==> src/rtl/tm_lif_pkg.sv <==
// Shared definitions for the time-multiplexed LIF neuron array.
// Covers reset-mode encodings and a width-generic saturating adder.
package tm_lif_pkg;

    localparam logic MODE_ZERO = 1'b0;
    localparam logic MODE_SUB  = 1'b1;

    // The result keeps all 33 bits so callers can use it directly in wide compares.
    function automatic logic [32:0] sat_add(input logic [31:0] a, input logic [31:0] b, input int w);
        logic [32:0] sum;
        logic [32:0] lim;
        sum = {1'b0, a} + {1'b0, b};
        lim = (33'd1 << w) - 33'd1;
        return (sum > lim) ? lim : sum;
    endfunction

endpackage

==> src/rtl/lif_core.sv <==
// Combinational single-neuron update: leak, saturating integrate, fire/reset, refractory countdown.
// Zero latency; no handshake, the array decides when a result is committed.
module lif_core
    import tm_lif_pkg::*;
#(
    parameter int W          = 8,
    parameter int LEAK_SHIFT = 1,
    parameter int REFRAC     = 2,
    parameter int RW         = 2
) (
    input  logic [W-1:0]  state_i,
    input  logic [W-1:0]  current_i,
    input  logic [W-1:0]  thr_i,
    input  logic [RW-1:0] refrac_i,
    input  logic          mode_i,
    output logic [W-1:0]  state_o,
    output logic [RW-1:0] refrac_o,
    output logic          fire_o
);

    logic [W-1:0] leak;
    logic [32:0]  sum_wide;
    logic [W-1:0] sum;

    assign leak     = state_i >> LEAK_SHIFT;
    assign sum_wide = sat_add(32'(leak), 32'(current_i), W);
    assign sum      = sum_wide[W-1:0];

    always_comb begin
        state_o  = sum;
        refrac_o = '0;
        fire_o   = 1'b0;
        if (refrac_i != '0) begin
            // Refractory neurons only leak; input current is discarded.
            state_o  = leak;
            refrac_o = refrac_i - RW'(1);
        end else if (sum_wide >= 33'(thr_i)) begin
            fire_o   = 1'b1;
            state_o  = (mode_i == MODE_SUB) ? (sum - thr_i) : '0;
            refrac_o = RW'(REFRAC);
        end
    end

endmodule

==> src/rtl/tm_lif_array.sv <==
// N-neuron LIF array sharing one lif_core, scanning one neuron per enabled cycle.
// Outputs registered, valid one cycle after the update edge; no backpressure, en alone gates the scan.
module tm_lif_array
    import tm_lif_pkg::*;
#(
    parameter int N           = 8,
    parameter int W           = 8,
    parameter int LEAK_SHIFT  = 1,
    parameter int THRESH_INIT = 127,
    parameter int REFRAC      = 2,
    localparam int IDXW       = (N > 1) ? $clog2(N) : 1
) (
    input  logic            clk,
    input  logic            rst,
    input  logic            en,
    input  logic [N*W-1:0]  current,
    input  logic            mode,
    input  logic            cfg_we,
    input  logic [IDXW-1:0] cfg_addr,
    input  logic [W-1:0]    cfg_thresh,
    output logic [N-1:0]    spike,
    output logic            spike_evt,
    output logic [IDXW-1:0] spike_idx,
    output logic [W-1:0]    state_out,
    output logic            frame_done
);

    localparam int              RW   = (REFRAC > 0) ? $clog2(REFRAC + 1) : 1;
    localparam logic [IDXW-1:0] LAST = IDXW'(N - 1);

    logic [W-1:0]    state_q  [N];
    logic [W-1:0]    thr_q    [N];
    logic [RW-1:0]   refrac_q [N];
    logic [IDXW-1:0] idx_q, idx_d;
    logic [N-1:0]    spike_q;
    logic            evt_q, fdone_q;
    logic [IDXW-1:0] sidx_q;
    logic [W-1:0]    sout_q;

    logic [W-1:0]    cur_sel;
    logic [W-1:0]    core_state;
    logic [RW-1:0]   core_refrac;
    logic            core_fire;

    assign cur_sel = current[int'(idx_q) * W +: W];
    assign idx_d   = (idx_q == LAST) ? '0 : idx_q + IDXW'(1);

    lif_core #(
        .W          (W),
        .LEAK_SHIFT (LEAK_SHIFT),
        .REFRAC     (REFRAC),
        .RW         (RW)
    ) u_core (
        .state_i   (state_q[idx_q]),
        .current_i (cur_sel),
        .thr_i     (thr_q[idx_q]),
        .refrac_i  (refrac_q[idx_q]),
        .mode_i    (mode),
        .state_o   (core_state),
        .refrac_o  (core_refrac),
        .fire_o    (core_fire)
    );

    always_ff @(posedge clk or posedge rst) begin
        if (rst) begin
            for (int i = 0; i < N; i++) begin
                state_q[i]  <= '0;
                thr_q[i]    <= W'(THRESH_INIT);
                refrac_q[i] <= '0;
            end
            idx_q   <= '0;
            spike_q <= '0;
            evt_q   <= 1'b0;
            fdone_q <= 1'b0;
            sidx_q  <= '0;
            sout_q  <= '0;
        end else begin
            evt_q   <= 1'b0;
            fdone_q <= 1'b0;
            if (en) begin
                state_q[idx_q]  <= core_state;
                refrac_q[idx_q] <= core_refrac;
                spike_q[idx_q]  <= core_fire;
                evt_q           <= core_fire;
                sidx_q          <= idx_q;
                sout_q          <= core_state;
                fdone_q         <= (idx_q == LAST);
                idx_q           <= idx_d;
            end
            // The core already read the old threshold this edge, so a same-edge write lands next frame.
            if (cfg_we && (cfg_addr <= LAST)) begin
                thr_q[cfg_addr] <= cfg_thresh;
            end
        end
    end

    assign spike      = spike_q;
    assign spike_evt  = evt_q;
    assign spike_idx  = sidx_q;
    assign state_out  = sout_q;
    assign frame_done = fdone_q;

endmodule
==> config.mk <==
export PLATFORM = sky130hd
export DESIGN_NAME = tm_lif_array
export DESIGN_NICKNAME = d
export VERILOG_FILES = /design/src/rtl/tm_lif_pkg.sv /design/src/rtl/lif_core.sv /design/src/rtl/tm_lif_array.sv
export SDC_FILE = /design/constraint.sdc
export NUM_CORES = 1
export LEC_CHECK = 0
export ABC_AREA = 1
export BUFFER_PORTS_ARGS = -buffer_cell sky130_fd_sc_hd__buf_2
export CAP_MARGIN = 20
export CORE_MARGIN = 2
export CORE_UTILIZATION = 64
export CTS_BUF_LIST = sky130_fd_sc_hd__clkbuf_8 sky130_fd_sc_hd__clkbuf_16
export DETAILED_ROUTE_END_ITERATION = 7
export PLACE_DENSITY = 0.86
export SLEW_MARGIN = 20
export SYNTH_ARGS = -nofsm -noshare
export SYNTH_HDL_FRONTEND = slang
export SYNTH_SLANG_ARGS = --single-unit
export TNS_END_PERCENT = 30
==> constraint.sdc <==
create_clock -name clk -period 7.9 [get_ports clk]
set_input_delay 0.79 -clock clk [delete_from_list [all_inputs] [get_ports clk]]
set_output_delay 0.79 -clock clk [all_outputs]
set_load 0.05 [all_outputs]
After elaboration in Yosys (flattened, before gate mapping)
Cells that the tools add are included.
{ "classes": {"addsub": 4, "mul": 0, "n_div": 0, "order_cmp": 9, "n_eq_ne": 1, "n_shift": 1, "mux": 32, "bitwise_logic": 2, "n_reduce_logical": 5} }
{ "op_table": {"columns": ["cell", "n"], "rows": [
  ["64-bit bitwise mux", 2],
  ["8-bit two-way mux", 9],
  ["64-bit by 7-bit variable part select with 8-bit output", 1],
  ["8-bit binary-select mux with 3-bit select", 2],
  ["8-bit demux with 3-bit select", 2],
  ["33-bit by 8-bit greater-or-equal comparator with 1-bit output", 1],
  ["33-bit by 8-bit greater-than comparator with 1-bit output (second input constant)", 1],
  ["33-bit two-way mux", 1],
  ["16-bit bitwise mux", 1],
  ["2-bit two-way mux", 5],
  ["7-bit by 8-bit adder with 9-bit output", 1],
  ["8-bit bitwise mux", 1],
  ["4-bit greater-or-equal comparator (second input constant)", 2],
  ["4-bit by 1-bit less-than comparator with 1-bit output (second input constant)", 2],
  ["3-bit NOT with 4-bit output", 2],
  ["8-bit subtractor", 1],
  ["2-bit binary-select mux with 3-bit select", 1],
  ["2-bit demux with 3-bit select", 1],
  ["1-bit two-way mux", 5],
  ["1-bit logical AND", 4],
  ["3-bit by 4-bit less-than comparator with 1-bit output (second input constant)", 1],
  ["3-bit by 1-bit adder with 3-bit output (second input constant)", 1],
  ["1-bit demux with 3-bit select", 1],
  ["3-bit equality test (second input constant)", 1],
  ["5 further kinds", 5]
]} }
{ "totals": {"register_bits": 168, "latch_bits": 0, "ramBits": 0, "mem_bits_ro": 0, "input_bits": 80, "out_inout_bits": 21, "wordCells": 84, "memories": 0} }

Logic depth before layout (Yosys ltp)
{ "depth": {"word_depth": 12, "depth_mapped": 35, "depth_no_buf": 31} }

Cells and area by module
Synthesis repeated with hierarchy kept, for this count alone.
{ "unflattened": {"hier_cells": 1480, "area_unflattened_um2": 9985.8} }
{ "by_module_without_submodules": {"columns": ["mod", "n_inst", "cells_each", "area_per_inst_um2", "seq_area_each_um2"], "rows": [
  ["tm_lif_array", 1, 1271, 8886.0, 4274.1],
  ["lif_core", 1, 209, 1099.8, 0.0]
]} }

Least setup slack after synthesis
OpenSTA, ideal clock, no wires.
{ "synth_path": {"path_kind": "flip-flop to flip-flop", "start": "reg idx_q[0]", "end": "reg sout_q[1] (netlist: state_out[1])", "setup_ps": 120, "arrival_ps": 4241, "required_time_ps": 7780, "slack_ps": 3539, "stages_incl_launch_ff": 28, "path_buffers": 6, "period_less_slack_ps": 4361, "path_cell_list": "dfrtp_1 -> buf_6 -> buf_4 -> buf_4 -> buf_2 -> buf_2 -> nor2_1 -> nor2_1 -> o21ai_0 -> o2111ai_1 -> ha_1 -> fa_1 -> nand2_1 -> nand3_1 -> nand2_1 -> nand2_1 -> nand2_1 -> buf_6 -> nand2_1 -> ha_1 -> a21oi_1 -> nand2_1 -> nand2_1 -> nand4_2 -> nor2_8 -> nand3_4 -> nand4_1 -> nand2_1"} }
{ "synth_between": {"elab_chain_cells": 11, "word_cells_on_any_way": 20, "cone_classes": "add/sub: 2; order compare: 2; shift: 1; mux: 13; bitwise: 1; reduce/logical: 1"} }
{ "synth_rtl": {"columns": ["element", "line", "rtl"], "rows": [
  ["start, declared", "tm_lif_array.sv:34", "logic [IDXW-1:0] idx_q, idx_d;"],
  ["start signal, assigned", "tm_lif_array.sv:88", "idx_q <= idx_d;"],
  ["parallel branches: the longest is 10 deep, another holds 33-bit by 8-bit greater-than comparator with 1-bit output", null, null],
  ["8-bit two-way mux *", "lif_core.sv:33", "if (refrac_i != '0) begin"],
  ["end signal, assigned", "tm_lif_array.sv:86", "sout_q <= core_state;"],
  ["end, declared", "tm_lif_array.sv:38", "logic [W-1:0] sout_q;"]
]} }
Mark *: on every way between the ends. The select of a mux whose other input is x is not followed.
A chain may end at the register's enable or synchronous reset.

Worst setup path after layout
{ "layout_path": {"start": "reg idx_q[0]", "end": "reg state_q[63] (netlist bit)"} }
{ "layout_between": {"elab_chain_cells": 12, "word_cells_on_any_way": 26, "cone_classes": "add/sub: 2; order compare: 4; shift: 1; mux: 16; bitwise: 1; reduce/logical: 2"} }
{ "layout_rtl": {"columns": ["element", "line", "rtl"], "rows": [
  ["parallel branches: the longest is 11 deep, another holds 33-bit by 8-bit greater-than comparator with 1-bit output", null, null],
  ["64-bit bitwise mux *", "tm_lif_array.sv:81", "state_q[idx_q] <= core_state;"],
  ["end signal, assigned by index", "tm_lif_array.sv:81", null],
  ["end, declared", "tm_lif_array.sv:31", "logic [W-1:0] state_q [N];"]
]} }
Marked as above.

==> results.md <==
* Cts bufs inserted at 17
* Postcts setup bufs at 0
* Routed vias/inst at roughly 6.0
* Setup TNS at 0 ns
* Final Hold Fails at 0
* Worst hold path class: reg -> reg
* Reg2reg start: idx_q[0]
* IO Pins at around 100
* Crit path kind: reg -> reg
* Clk sinks at 160
* DRC viols at 0
* Min cycle time layout at 5.88 ns
* CP Max Fanout at 70
* Die height at 122 um
* Total GRT Usage at approximately 36%
* Core footprint at ~14000 um^2
* Syn Inst Count at 1162
* Hold_sp: state_out[4]
* Asr flop ratio synth at 100%
* Post-Syn Area per Cell at 7.65 um^2
* Critical Path Sink Type: register
* CTS clk-pin slew, worst paths at 0.07 ns
* Most frequent cells after synthesis: 338 x nand2_1, 155 x nor2_1, 144 x o21ai_0
* Max stage delay cell, worst path: dfrtp_4
* Layout overhead on the synthesized area at 13.2%
* CTS root buffer: clkbuf_16
* CTS tree: built
* Fin crit share at 74.5%
* Setup Skew at roughly 0.0099 ns
* Share of layout cells above drive strength 1 at 18.9%
* Biggest area consumer among synthesized cells: dfrtp_1
* GR Overflow Total at 0
* Input/output buffers at 100
* Critical Path Source Type: register
* CP most frequent cell: nand2_1
* Synth top area cells: dfrtp_1 29%, dfstp_2 17%, nand2_1 14%, o21ai_0 8.1%, nor2_1 6.5%
* Prevailing post-synth register cell: dfrtp_1
* Synth Cell Area at 8890 um^2
* ANT cells at 0
* Crit path largest cell delay at 0.80 ns
* Unrepaired setup endpoints after global routing: no
* Register bit total from synthesis at 160
* Max-Cap Viols at 0
* Crit path DAT at 6.22 ns
* Critical Path Start: idx_q[0]
* First-pass GRT wire length at about 41000 um
* Syn Nets at 1261
* CTS-repair resized insts at 0
* Netlist cell types at 43
* Post-synth EDFFs at 0
* CTS H-Tree Depth at 4
* Final net count at 1337
* Max-slew headroom at 35.1%
* Most common cell in the netlist: nand2_1
* Rows at 43
* Die area at approximately 15000 um^2
* Synth Warn # at 0
* Detailed Route Iter0 Violations at 1029
* Worst-Margin Slew at 0.974 ns
* Slew Viols, Final at 0
* Die X-Extent at 122 um
* Routed wire length at 25600 um
* Clk Latency, worst-skew pair at 0.45 ns
* Largest net degree at the start of global routing at 87
* CTS Hold Bufs at 0
* Initial core utilization at between 60% and 70%
* Initial antenna violation count at 0
* Number of routed nets with antenna violations at 0
* Post-synth top area share at between 20% and 30%
* Status: complete, no violations
* 1st-pass router iterations at 8
* DR WL/cell at 17.9 um
* Clk buf depth at 2
* Max Fclk at 0.170 GHz
* Routability cong. at about 0.94
* Vias in the first global route at 8014
* Sequential area share after synthesis at 45.8%
* DR vias at ~8600
* Detail Placement HPWL at roughly 16000 um
* Final number of setup-violating endpoints at 0
* Worst Path Required at 8.23 ns
-- per-stage QoR --
stage / instance area [um^2] / worst slack (ns) / std cells / hold WS, ns / utilization (%)
after floorplan: 8890 / 2.88 / 1162 / 0.441 / -
after global placement: 9430 / 2.28 / 1399 / 0.457 / 68.7
after detailed placement: 9430 / 2.22 / 1399 / 0.461 / 68.7
after CTS: 10100 / 2.19 / 1431 / 0.477 / 73.4
after global routing: 10100 / 1.49 / 1431 / 0.493 / 73.4
final: 10100 / 2.02 / 1431 / 0.479 / 73.4
-- state kept, by name (all words and copies together) (netlist names) --
| name | cells |
|---|---|
| spike | 8 |
| state_out | 8 |
| spike_idx | 3 |
| thr_q | 64 |
| spike_evt | 1 |
| idx_q | 3 |
| frame_done | 1 |
| state_q | 56 |
| refrac_q | 16 |
-- area by class of cell --
type,instances,area (um^2)
clock inverter,10,95.1
fill,1062,3650
sequential,160,4080
multi-input combinational,862,4230
timing repair buffer,107,553
clock buffer,22,539
inverter,90,350
tap,180,225
-- layer usage --
metal  vias to the layer above  global-route usage [%]  share of wire (%)
met3                       105                    9.36                9.8
met1                      4006                    45.9                 39
li1                       3984                       -                  -
met4                         0                    15.9                4.1
met5                         -                       0                  0
met2                       501                    57.5                 47
-- critical path, delay by kind of cell, from the launching register on --
kind	cells	cell delay [ns]
fa+ha+maj	2	0.78
flops	1	0.80
buf+inv	3	0.66
simple gates	20	2.95
compound gates	2	0.49
-- worst paths after layout --
check / endpoint / slack, ns / cells after the start
max in group asynchronous: idx_q[0] / 5.84 / 3
min in group asynchronous: state_q[4] / 0.50 / 2
max reg2reg: state_q[63] / 2.02 / 27
max: state_q[63] / 2.02 / 27
min: state_out[4] / 0.48 / 2
min reg2reg: state_out[4] / 0.48 / 2
-- kinds of logic after synthesis --
family          synth area share (%)
fa+ha+maj                       2.84
xor+xnor                       0.296
buf+inv                         6.67
simple gates                    30.6
compound gates                  13.8
flops                           45.8
-- placed cells by master, fill, tap and decap left out, drive strengths merged --
cell / netlist / final
nor2: 169 / 169
a221oi: 1 / 1
fa: 2 / 2
xor2: 1 / 1
a31oi: 1 / 1
inv: 89 / 95
a32o: 1 / 1
o211ai: 5 / 5
clkinv: 1 / 3
nor3: 3 / 3
nand3b: 2 / 2
clkinvlp: 0 / 1
clkbuf: 27 / 22
nand4: 52 / 52
dfstp: 56 / 56
nand3: 33 / 33
o2111ai: 7 / 7
nor2b: 1 / 1
buf: 23 / 107
dfrtp: 104 / 104
xnor2: 2 / 2
o21ai: 169 / 169
or2: 5 / 5
nand2: 348 / 348
a21oi: 21 / 21
ha: 17 / 17
bufinv: 0 / 1
o22ai: 22 / 22
Power is left out: the tool's default activity adds up to more than one toggle a clock period on the data nets, which glitch-free logic cannot reach.
